### config.mk
export PLATFORM = sky130hd
export DESIGN_NAME = sr_frame_receiver
export DESIGN_NICKNAME = d
export VERILOG_FILES = /design/src/rtl/sr_frame_receiver_pkg.sv /design/src/rtl/sr_frame_receiver_seg7_decoder.sv /design/src/rtl/sr_frame_receiver.sv
export SDC_FILE = /design/constraint.sdc
export NUM_CORES = 1
export LEC_CHECK = 0
export CAP_MARGIN = 20
export CORE_AREA = 4 4 106 108
export CTS_BUF_LIST = sky130_fd_sc_hd__clkbuf_8
export DETAILED_ROUTE_END_ITERATION = 7
export DIE_AREA = 0 0 110 112
export PLACE_DENSITY = 0.93
export SLEW_MARGIN = 10
export SYNTH_ARGS = -nofsm -noshare
export SYNTH_HDL_FRONTEND = slang
export SYNTH_SLANG_ARGS = --single-unit
export TNS_END_PERCENT = 20
### constraint.sdc
create_clock -name clk -period 4.2 [get_ports clk]
set_input_delay 0.42 -clock clk [delete_from_list [all_inputs] [get_ports clk]]
set_output_delay 0.42 -clock clk [all_outputs]
set_load 0.02 [all_outputs]
### src/rtl/sr_frame_receiver_pkg.sv
// Shared types and constants for the 7-segment shift-register frame receiver.
// Segment byte layout is {dp,g,f,e,d,c,b,a}, active-high.
package sr_frame_receiver_pkg;

    function automatic int frame_bits(input int digits);
        return 8 * digits;
    endfunction

    localparam logic [6:0] HEX_GLYPH [16] = '{
        7'h3F, 7'h06, 7'h5B, 7'h4F, 7'h66, 7'h6D, 7'h7D, 7'h07,
        7'h7F, 7'h6F, 7'h77, 7'h7C, 7'h39, 7'h5E, 7'h79, 7'h71
    };
    localparam logic [6:0] SEG_BLANK = 7'h00;
    localparam logic [6:0] SEG_MINUS = 7'h40;
    localparam logic [6:0] SEG_R     = 7'h50;

    localparam logic [4:0] CODE_BLANK = 5'h10;
    localparam logic [4:0] CODE_MINUS = 5'h11;
    localparam logic [4:0] CODE_R     = 5'h12;
    localparam logic [4:0] CODE_BAD   = 5'h1F;

    typedef enum logic [1:0] {
        ST_IDLE,
        ST_SHIFT,
        ST_CHECK
    } state_t;

endpackage

### src/rtl/sr_frame_receiver_seg7_decoder.sv
// Maps one segment byte to a digit code; the decimal point does not
// take part in the decode.
module seg7_decoder
    import sr_frame_receiver_pkg::*;
(
    input  logic [7:0] segs,
    output logic [4:0] code
);

    logic unused_dp;
    assign unused_dp = segs[7];

    always_comb begin
        code = CODE_BAD;
        if (segs[6:0] == SEG_BLANK) begin
            code = CODE_BLANK;
        end else if (segs[6:0] == SEG_MINUS) begin
            code = CODE_MINUS;
        end else if (segs[6:0] == SEG_R) begin
            code = CODE_R;
        end else begin
            for (int i = 0; i < 16; i++) begin
                if (segs[6:0] == HEX_GLYPH[i]) begin
                    code = 5'(i);
                end
            end
        end
    end

endmodule

### src/rtl/sr_frame_receiver.sv
// Receives one serial 7-segment frame, checks its length, decodes every
// digit and presents the result on a valid/ready port.
module sr_frame_receiver
    import sr_frame_receiver_pkg::*;
#(
    parameter int NUM_7_SEG_DISPLAYS = 5,
    parameter int SYNC_STAGES        = 2,
    localparam int FRAME_BITS        = frame_bits(NUM_7_SEG_DISPLAYS)
) (
    input  logic                            clk,
    input  logic                            rst_n,
    input  logic                            i_sr_data,
    input  logic                            i_sr_clk,
    input  logic                            i_sr_oe_n,
    output logic [FRAME_BITS-1:0]           o_frame_data,
    output logic [5*NUM_7_SEG_DISPLAYS-1:0] o_digit_codes,
    output logic                            o_frame_valid,
    input  logic                            i_frame_ready,
    output logic                            o_frame_error,
    output logic                            o_overrun
);

    localparam int CW = $clog2(FRAME_BITS + 2);

    logic [2:0]            raw;
    logic [2:0]            synced;
    logic [2:1]            hist;
    logic                  clk_rise;
    logic                  oe_rise;
    logic                  oe_fall;
    state_t                state;
    state_t                state_nxt;
    logic [CW-1:0]         count;
    logic [FRAME_BITS-1:0] shreg;
    logic [5*NUM_7_SEG_DISPLAYS-1:0] codes_dec;
    logic                  shift_en;
    logic                  clear_cnt;
    logic                  idle_clk;
    logic                  check;
    logic                  good;
    logic                  load;

    assign raw = {i_sr_oe_n, i_sr_clk, i_sr_data};

    generate
        if (SYNC_STAGES == 0) begin : g_nosync
            assign synced = raw;
        end else begin : g_sync
            logic [2:0] pipe [SYNC_STAGES];
            always_ff @(posedge clk or negedge rst_n) begin
                if (!rst_n) begin
                    for (int k = 0; k < SYNC_STAGES; k++) pipe[k] <= '0;
                end else begin
                    pipe[0] <= raw;
                    for (int k = 1; k < SYNC_STAGES; k++) pipe[k] <= pipe[k-1];
                end
            end
            assign synced = pipe[SYNC_STAGES-1];
        end
    endgenerate

    assign clk_rise = synced[1] & ~hist[1];
    assign oe_rise  = synced[2] & ~hist[2];
    assign oe_fall  = ~synced[2] & hist[2];

    always_comb begin
        state_nxt = state;
        shift_en  = 1'b0;
        clear_cnt = 1'b0;
        idle_clk  = 1'b0;
        check     = 1'b0;
        unique case (state)
            ST_IDLE: begin
                idle_clk = clk_rise;
                if (oe_rise) begin
                    state_nxt = ST_SHIFT;
                    clear_cnt = 1'b1;
                end
            end
            ST_SHIFT: begin
                shift_en = clk_rise;
                if (oe_fall) state_nxt = ST_CHECK;
            end
            ST_CHECK: begin
                check     = 1'b1;
                state_nxt = oe_rise ? ST_SHIFT : ST_IDLE;
                clear_cnt = oe_rise;
            end
            default: state_nxt = ST_IDLE;
        endcase
    end

    assign good = check && (count == CW'(FRAME_BITS));
    assign load = good && (!o_frame_valid || i_frame_ready);

    always_ff @(posedge clk or negedge rst_n) begin
        if (!rst_n) state <= ST_IDLE;
        else        state <= state_nxt;
    end

    generate
        for (genvar g = 0; g < NUM_7_SEG_DISPLAYS; g++) begin : g_dec
            seg7_decoder u_dec (
                .segs (shreg[8*g +: 8]),
                .code (codes_dec[5*g +: 5])
            );
        end
    endgenerate

    always_ff @(posedge clk or negedge rst_n) begin
        if (!rst_n) begin
            hist          <= '0;
            count         <= '0;
            shreg         <= '0;
            o_frame_data  <= '0;
            o_digit_codes <= '0;
            o_frame_valid <= 1'b0;
            o_frame_error <= 1'b0;
            o_overrun     <= 1'b0;
        end else begin
            hist <= synced[2:1];
            if (clear_cnt) begin
                count <= '0;
            end else if (shift_en && count != CW'(FRAME_BITS + 1)) begin
                count <= count + 1'b1;
            end
            if (shift_en) shreg <= {shreg[FRAME_BITS-2:0], synced[0]};
            o_frame_error <= idle_clk || (check && !good);
            // A completing frame during a transfer reloads, keeping valid high
            if (load) begin
                o_frame_data  <= shreg;
                o_digit_codes <= codes_dec;
                o_frame_valid <= 1'b1;
            end else if (o_frame_valid && i_frame_ready) begin
                o_frame_valid <= 1'b0;
            end
            if (good && o_frame_valid && !i_frame_ready) o_overrun <= 1'b1;
        end
    end

endmodule

==> results of run 1 <==
[stage by stage]
| step | hold WS [ps] | worst slack (ps) | std cells | area [um^2] |
|---|---|---|---|---|
| final | 25.92 | 1627 | 875 | 7488 |
| after floorplan | 124.4 | 2307 | 694 | 6345 |
| after CTS | 35.58 | 1672 | 875 | 7488 |
| after detailed placement | 340.3 | 1509 | 843 | 7049 |
| after global placement | 332.1 | 1622 | 843 | 7049 |
| after global routing | 48.14 | 1449 | 875 | 7488 |
[worst paths after layout]
kind | startpoint | endpoint | slack [ps] | depth (start not counted)
min | rst_n | o_frame_data[6] | 30 | 1
max reg2reg | count[0] | o_digit_codes[7] | 1630 | 8
max | count[0] | o_digit_codes[7] | 1630 | 8
max in group asynchronous | rst_n | o_digit_codes[15] | 3180 | 2
min in group clk | g_sync.pipe[4] | synced[1] | 350 | 0
min reg2reg | g_sync.pipe[4] | synced[1] | 350 | 0
[cell usage after synthesis, types with 4 or more instances]
library cell,count
nand3_1,19
nor2b_1,4
nor2_1,26
a21o_1,4
xor2_1,7
o21ai_0,43
nor4b_1,4
nand4_1,13
and2_1,4
nor3_1,21
clkbuf_1,53
or3b_2,5
nor4bb_1,6
a31oi_1,6
o31ai_1,6
nand4b_1,4
a32o_1,7
mux2_2,32
buf_2,9
o22ai_1,4
dfrtp_1,124
nor4_1,9
inv_1,16
nand2_1,150
nand2b_1,8
or2_2,5
a211oi_1,4
a21oi_1,32
nand3b_1,4
[power groups by stage]
stage | Sequential [uW] | Clock, uW | Combinational [uW]
after detailed placement | 1390 | 0 | 251
after global routing | 1390 | 1250 | 285
after global placement | 1380 | 0 | 232
after floorplan | 1300 | 0 | 256
final | 1380 | 1170 | 259
after CTS | 1370 | 1180 | 256
[layout make-up]
cell class | count | area [um^2]
well taps | 136 | 170.2
fillers | 678 | 2743
repair buffers | 78 | 765.7
multi-input cells | 489 | 2950
clock buffers | 17 | 234.0
flip-flops and latches | 124 | 3103
clock inverters | 15 | 205.2
inverters | 16 | 60.06
[registers in the layout (all words and copies together) (netlist names), 2 cells and up]
name           count
hist               2
o_frame_data      40
count              6
shreg             40
g_sync.pipe        3
state              2
synced             3
o_digit_codes     25
[critical path, delay by kind of cell (launching register included)]
| kind | cells | cell delay, ps |
|---|---|---|
| simple gates | 3 | 840 |
| compound gates | 2 | 520 |
| fa+ha+maj | 1 | 180 |
| buf+inv | 2 | 460 |
| flops | 1 | 450 |
[cells by family (layout without fill, tap and decap cells)]
group,after synthesis,in the layout,share of synthesized area [%]
XOR/XNOR,10,10,1.380
AND/OR/NAND/NOR,301,301,23.68
adder cells (fa/ha/maj),4,4,0.7494
flip-flops,124,124,48.91
buffers and inverters,81,126,4.969
multiplexers,33,33,5.837
AO/OA/AOI/OAI,141,141,14.47
[metal layers]
| metal | vias to the layer above | GRT usage (%) | wire length [um] |
|---|---|---|---|
| li1 | 2513 | - | - |
| met1 | 2637 | 34.02 | 6184 |
| met2 | 249 | 42.48 | 7718 |
| met3 | 37 | 7.536 | 984 |
| met4 | 0 | 7.980 | 254 |
| met5 | - | 0 | 0 |
==> impl_metrics.env, run 1 <==
export IMPL_setup_viol=0
export IMPL_drt_iter0_drc=497
export IMPL_portBuffers=73
export IMPL_fmax_ghz=0.3886
export IMPL_htree_levels=4
export IMPL_synth_cell_types=66
export IMPL_drive_gt1_share_pct=11.91
export IMPL_cap_violations=0
export IMPL_post_route_period_util_pct=61.27
export IMPL_final_util_pct=73.19
export IMPL_cp_slowest_cell="or4b_2"
export IMPL_grt_overflow_total=0
export IMPL_yosysTopAreaCellShare_pct=48.91
export IMPL_insertedDiodeCount=0
export IMPL_yosysWarnings=0
export IMPL_post_cts_resized=0
export IMPL_synthTopCellsByArea="dfrtp_1 (49%), nand2_1 (8.9%), mux2_2 (5.7%)"
export IMPL_postCtsSetupBuffers=0
export IMPL_synthCells=694
export IMPL_path_cells="inv_1 -> ha_1 -> nand2_1 -> or4b_2 -> buf_4 -> a21oi_1 -> nand2_1 -> o21ai_0"
export IMPL_insertion_delay_ps=430
export IMPL_hp_class="in2async"
export IMPL_power_switching_uw=751.0
export IMPL_first_pass_iters=6
export IMPL_row_count=37
export IMPL_die_w_um=110
export IMPL_grt_pass1_vias=5373
export IMPL_p_sw_share_pct=26.79
export IMPL_wl_per_cell_um=17.30
export IMPL_tns_ps=0
export IMPL_max_stage_delay_ps=640
export IMPL_intPower_uw=2053
export IMPL_synth_area_um2=6345
export IMPL_maxSlewViolCount=0
export IMPL_cp_data_required_time_ps=4550
export IMPL_tightest_slew_ps=794.1
export IMPL_cts_root_buf="clkbuf_8"
export IMPL_status="completed"
export IMPL_worstPathArrival_ps=2930
export IMPL_ios=74
export IMPL_track_usage_pct=26.21
export IMPL_syn_area_per_cell_um2=9.142
export IMPL_synth_edff_count=0
export IMPL_via_per_inst=6.213
export IMPL_cts_tree="built"
export IMPL_cp_end_kind="flop"
export IMPL_routed_wl_um=15140
export IMPL_ctsLongestPathBuffers=2
export IMPL_critPathMostFrequentCell="nand2_1"
export IMPL_cp_max_fo=80
export IMPL_p_clk_share_pct=41.6
export IMPL_relSlewSlack_pct=47.06
export IMPL_clock_sinks=124
export IMPL_powerDensity_nw_per_um2=374.4
export IMPL_fin_crit_ps=2573
export IMPL_seq_area_frac_synth_pct=48.91
export IMPL_hpwl_um=9328
export IMPL_final_cell_mix="nand2_1 (150), dfrtp_1 (124), clkdlybuf4s50_1 (72)"
export IMPL_ant_nets=0
export IMPL_skew_ps=10.04
export IMPL_synth_top_cell_by_area="dfrtp_1"
export IMPL_ys_async_sr_fraction_pct=100.0
export IMPL_ys_ff_latch=124
export IMPL_die_y_um=112
export IMPL_gp_congestion=0.8909
export IMPL_startpoint_type="flop"
export IMPL_peakVddDrop_uv=291.5
export IMPL_grt_max_degree=81
export IMPL_power_uw=2804
export IMPL_grt_pass1_wl_um=25850
export IMPL_remaining_drc_errors=0
export IMPL_clk_pin_slew_ps=70
export IMPL_synth_flop_cell="dfrtp_1"
export IMPL_numCtsBuffers=17
export IMPL_antenna_found_initial=0
export IMPL_nNetsFinal=735
export IMPL_hold_buffers=0
export IMPL_syn_nets=703
export IMPL_hold_viol_final=0
export IMPL_combPwrFrac_pct=9.3
export IMPL_layout_commonest_cell="nand2_1"
export IMPL_area_delta_synth_final_pct=18.02
export IMPL_rsz0062_at_grt="no"
export IMPL_critPathKind="reg2reg"
export IMPL_die_area_um2=12320
export IMPL_p_leak_uw=0.003263
export IMPL_core_area_um2=10230
export IMPL_start_util_pct=62.02
export IMPL_vias=5436
export IMPL_p_seq_share_pct=49.1
(Power assumes the default switching activity.)
==> inputs of run 2 (changes only) <==
--- a/config.mk
+++ b/config.mk
@@ -6,11 +6,11 @@
 export NUM_CORES = 1
 export LEC_CHECK = 0
 export CAP_MARGIN = 20
-export CORE_AREA = 4 4 106 108
+export CORE_AREA = 4 4 110 112
 export CTS_BUF_LIST = sky130_fd_sc_hd__clkbuf_8
 export DETAILED_ROUTE_END_ITERATION = 7
-export DIE_AREA = 0 0 110 112
-export PLACE_DENSITY = 0.93
+export DIE_AREA = 0 0 114 116
+export PLACE_DENSITY = 0.87
 export SLEW_MARGIN = 10
 export SYNTH_ARGS = -nofsm -noshare
 export SYNTH_HDL_FRONTEND = slang
==> constraint.sdc (replaced) <==
create_clock -name clk -period 2.55 [get_ports clk]
set_input_delay 0.255 -clock clk [delete_from_list [all_inputs] [get_ports clk]]
set_output_delay 0.255 -clock clk [all_outputs]
set_load 0.02 [all_outputs]
==> run 2 against run 1 <==
Clock power up 56%. Clock skew is essentially flat. Power up 61%. Final cell count rose by 1.7%. Maximum frequency increased by 11%. Wire length decreased by 3.8%. Hold slack better by 230 ps. Via count fell by 1.3%. Utilization shrank 5.8 points. Cell area increased by 0.99%. Global-route usage decreased by 3.4 points.
==> impl_metrics.env, run 2 (synthesized netlist as in run 1, its figures left out) <==
export IMPL_status="completed"
export IMPL_worstPathArrival_ps=2690
export IMPL_cp_data_required_time_ps=2920
export IMPL_startpoint_type="flop"
export IMPL_hold_viol_final=0
export IMPL_antenna_found_initial=0
export IMPL_post_cts_resized=0
export IMPL_cp_slowest_cell="or4b_2"
export IMPL_skew_ps=9.614
export IMPL_max_stage_delay_ps=670
export IMPL_core_area_um2=11220
export IMPL_cp_startpoint="count[1]"
export IMPL_portBuffers=73
export IMPL_grt_pass1_wl_um=24300
export IMPL_top_regs="o_frame_data (40), shreg (40), o_digit_codes (25)"
export IMPL_powerDensity_nw_per_um2=596.9
export IMPL_drt_iter0_drc=494
export IMPL_ctsLongestPathBuffers=2
export IMPL_cts_tree="built"
export IMPL_p_leak_uw=0.003292
export IMPL_rsz0062_at_grt="no"
export IMPL_row_count=39
export IMPL_post_route_period_util_pct=90.72
export IMPL_critPathKind="reg2reg"
export IMPL_r2r_start="count[1]"
export IMPL_grt_max_degree=54
export IMPL_start_util_pct=56.53
export IMPL_fmax_ghz=0.4323
export IMPL_insertedDiodeCount=0
export IMPL_final_util_pct=67.38
export IMPL_area_delta_synth_final_pct=19.19
export IMPL_hp_class="in2reg"
export IMPL_cp_top_family="simple AND/OR/NAND/NOR gates"
export IMPL_setup_viol=0
export IMPL_track_usage_pct=22.78
export IMPL_clock_sinks=124
export IMPL_place_inst=857
export IMPL_die_area_um2=13220
export IMPL_remaining_drc_errors=0
export IMPL_vias=5363
export IMPL_final_cell_mix="nand2_1 (150), dfrtp_1 (124), clkdlybuf4s50_1 (72)"
export IMPL_cts_root_buf="clkbuf_8"
export IMPL_peakVddDrop_uv=444.3
export IMPL_nNetsFinal=743
export IMPL_first_pass_iters=6
export IMPL_hold_buffers=1
export IMPL_cap_violations=0
export IMPL_power_uw=4514
export IMPL_die_y_um=116
export IMPL_via_per_inst=6.026
export IMPL_critPathBufInv=2
export IMPL_grt_pass1_vias=5090
export IMPL_clk_pin_slew_ps=70
export IMPL_postCtsSetupBuffers=0
export IMPL_insertion_delay_ps=440
export IMPL_tightest_slew_ps=616.9
export IMPL_maxSlewViolCount=0
export IMPL_grt_overflow_total=0
export IMPL_path_cells="inv_1 -> ha_1 -> nand2_1 -> or4b_2 -> buf_4 -> a21oi_1 -> a32o_1"
export IMPL_min_from="i_sr_oe_n"
export IMPL_tns_ps=0
export IMPL_fin_cells=890
export IMPL_wl_per_cell_um=16.36
export IMPL_routed_wl_um=14560
export IMPL_gp_congestion=0.8954
export IMPL_layout_commonest_cell="nand2_1"
export IMPL_hpwl_um=9696
export IMPL_relSlewSlack_pct=58.30
export IMPL_cp_max_fo=41
export IMPL_htree_levels=4
export IMPL_die_w_um=114
export IMPL_ant_nets=0
export IMPL_fin_crit_ps=2313
export IMPL_ios=74
export IMPL_numCtsBuffers=17
export IMPL_drive_gt1_share_pct=12.99
export IMPL_cp_end_kind="flop"
run 2: cell count changes in the layout (fill, tap and decap cells not counted), sizes merged:
cell,previous run,this run
clkinv,5,4
clkinvlp,3,4
clkbuf,17,21
bufinv,5,3
buf,6,13
inv,18,16
dlygate4sd3,0,1
run 2: worst paths after layout:
kind                       depth (start not counted)  slack (ps)                 to
setup / recovery                                   7         240  o_digit_codes[22]
hold / removal                                     1         250     g_sync.pipe[5]
setup reg to reg                                   7         240  o_digit_codes[22]
hold reg to reg                                    0         350          synced[2]
max in group asynchronous                          3        1380          shreg[33]
min in group asynchronous                          2         330   o_frame_data[28]
run 2: area by class of cell:
class	instances	area, um^2
clock buffers	21	289.0
multi-input cells	489	2950
repair buffers	86	840.8
inverters	16	60.06
clock inverters	11	140.1
flip-flops and latches	124	3103
well taps	143	178.9
fillers	855	3661
run 2: metal layers:
layer	global-route usage, %	vias to the layer above	routed length [um]
met2	37.78	187	7432
met1	28.93	2613	6123
met5	0	-	0
met3	5.796	32	780
met4	8.789	0	226
li1	-	2531	-
run 2: stage by stage:
step | cell area (um^2) | hold slack [ps] | setup slack [ps]
floorplan | 6345 | -40.59 | 656.9
global placement | 7123 | 244.6 | 280.8
detailed placement | 7123 | 260.4 | 189.1
CTS | 7562 | 229.5 | 214.1
global route | 7562 | 238.0 | 68.00
finish | 7562 | 252.9 | 236.7
run 2: power breakdown:
group	total (uW)	leakage, uW	internal [uW]	switching (uW)
sequential	2270	0.00170	2040	227
combinational	416	0.00138	202	213
clock	1830	0.000210	1060	769
total	4510	0.00329	3300	1210
==> inputs of run 3 (changes only) <==
==> constraint.sdc (replaced) <==
create_clock -name clk -period 2.3 [get_ports clk]
set_input_delay 0.23 -clock clk [delete_from_list [all_inputs] [get_ports clk]]
set_output_delay 0.23 -clock clk [all_outputs]
set_load 0.02 [all_outputs]
==> run 3 against run 2 <==
Global-route usage shrank 0.13 points. Flip-flop and latch count did not move. Critical endpoint is now o_digit_codes[23]. Maximum frequency is 11% higher. Sequential power up 10%. First-iteration DRC count is 0.20% higher. Largest cell class unchanged. Sequential share of layout area is 0.33 points lower.
==> impl_metrics.env, run 3 (synthesized netlist as in run 1, its figures left out) <==
export IMPL_status="completed"
export IMPL_area_delta_synth_final_pct=20.15
export IMPL_cp_startpoint="count[2]"
export IMPL_grt_pass1_wl_um=24340
export IMPL_die_y_um=116
export IMPL_place_ws_ps=6.781
export IMPL_grt_pass1_vias=5063
export IMPL_intPower_uw=3524
export IMPL_clock_sinks=124
export IMPL_p_leak_uw=0.003327
export IMPL_cap_violations=0
export IMPL_startpoint_type="flop"
export IMPL_powerDensity_nw_per_um2=644.8
export IMPL_use_met3_pct=5.222
export IMPL_ant_nets=0
export IMPL_fmax_ghz=0.4794
export IMPL_drive_gt1_share_pct=13.55
export IMPL_start_util_pct=56.53
export IMPL_die_w_um=114
export IMPL_peakVddDrop_uv=469.6
export IMPL_fillers=843
export IMPL_hold_viol_final=0
export IMPL_combPwrFrac_pct=10.2
export IMPL_maxSlewViolCount=0
export IMPL_fin_ws_ps=213.9
export IMPL_insertedDiodeCount=0
export IMPL_hpwl_um=9546
export IMPL_tns_ps=0
export IMPL_drt_iter0_drc=495
export IMPL_row_count=39
export IMPL_ff2ff_path_depth=5
export IMPL_top_regs="o_frame_data (40), shreg (40), o_digit_codes (25)"
export IMPL_insertion_delay_ps=430
export IMPL_multi_input_area_um2=2954
export IMPL_cp_end_kind="flop"
export IMPL_cts_tree="built"
export IMPL_nNetsFinal=749
export IMPL_place_inst=863
export IMPL_seqCellArea_um2=3103
export IMPL_tightest_slew_ps=611.8
export IMPL_reg2reg_slack_ps=210
export IMPL_gr_usage_met2_pct=35.56
export IMPL_skew_ps=9.095
export IMPL_first_pass_iters=5
export IMPL_crit_end="o_digit_codes[23]"
export IMPL_hp_class="in2reg"
export IMPL_fin_cells=896
export IMPL_numCtsBuffers=17
export IMPL_layout_commonest_cell="nand2_1"
export IMPL_timing_rr_end="o_digit_codes[23]"
export IMPL_track_usage_pct=22.66
export IMPL_final_cell_mix="nand2_1 (150), dfrtp_1 (124), clkdlybuf4s50_1 (72)"
export IMPL_routed_wl_um=14380
export IMPL_core_area_um2=11220
export IMPL_p_sw_share_pct=28.31
export IMPL_min_from="i_sr_clk"
export IMPL_ctsLongestPathBuffers=2
export IMPL_remaining_drc_errors=0
export IMPL_die_area_um2=13220
export IMPL_p_clk_share_pct=39.0
export IMPL_post_route_period_util_pct=90.70
export IMPL_cp_max_fo=52
export IMPL_cts_root_buf="clkbuf_8"
export IMPL_portBuffers=73
export IMPL_grt_overflow_total=0
export IMPL_via_per_inst=5.938
export IMPL_clk_pin_slew_ps=80
export IMPL_worstPathArrival_ps=2450
export IMPL_r2r_start="count[2]"
export IMPL_wl_per_cell_um=16.05
export IMPL_gr_max_usage_layer="met2"
export IMPL_p_seq_share_pct=50.8
export IMPL_power_switching_uw=1392
export IMPL_critPathKind="reg2reg"
export IMPL_grtUsageMet1_pct=30.83
export IMPL_cp_data_required_time_ps=2660
export IMPL_grt_max_degree=73
export IMPL_relSlewSlack_pct=58.64
export IMPL_vias=5320
export IMPL_rsz0062_at_grt="no"
export IMPL_ios=74
export IMPL_fin_crit_ps=2086
export IMPL_antenna_found_initial=0
export IMPL_gp_congestion=0.8782
export IMPL_postCtsSetupBuffers=0
export IMPL_htree_levels=4
export IMPL_setup_viol=0
[run 3: final cells by class]
cell class / instances / area share [%]
tap: 143 / 2.347
sequential: 124 / 40.70
timing repair buffer: 92 / 12.11
inverter: 16 / 0.7878
multi-input combinational: 489 / 38.75
clock inverter: 13 / 1.871
clock buffer: 19 / 3.430
[run 3: metrics by stage]
step	total power, uW	util [%]	hold WS, ps	area (um^2)
after global placement	2983	64.20	186.7	7206
after CTS	4946	67.93	207.3	7624
after floorplan	2840	-	-65.59	6345
after global routing	5140	67.93	203.9	7624
final	4916	67.93	234.0	7624
after detailed placement	3023	64.20	194.1	7206
[run 3: power by group through the flow]
stage,Clock (uW),Sequential (uW),Combinational [uW]
finish,1920,2500,499
global route,2070,2520,554
CTS,1960,2490,502
detailed placement,0,2530,495
global placement,0,2520,464
floorplan,0,2370,468
[run 3: per-layer routing]
layer	share of wire [%]	up-vias
li1	-	2540
met1	44	2567
met2	48	181
met3	5.9	32
met4	2.3	0
met5	0	-
[run 3: worst max-delay path, stage by stage, from the launching register on]
cell and delay [ps]:
dfrtp_1 420, and4bb_2 370, or4b_4 540, buf_12 220, a21oi_1 250, a32o_1 200
[run 3: how the worst min path moves through the flow]
stage,end,slack (ps),depth (start not counted)
after floorplan,count[0],-70,0
after global placement,o_digit_codes[19],190,1
after detailed placement,o_digit_codes[19],190,1
after CTS,g_sync.pipe[4],210,1
after global routing,g_sync.pipe[4],200,1
final,g_sync.pipe[4],230,1
[run 3: repair_timing]
item | 4_1_cts | 5_1_grt
resized for setup | 1 | 0
endpoints found under the setup margin | 2 | 0
hold endpoints to repair | 28 | 0
hold buffers | 1 | 0
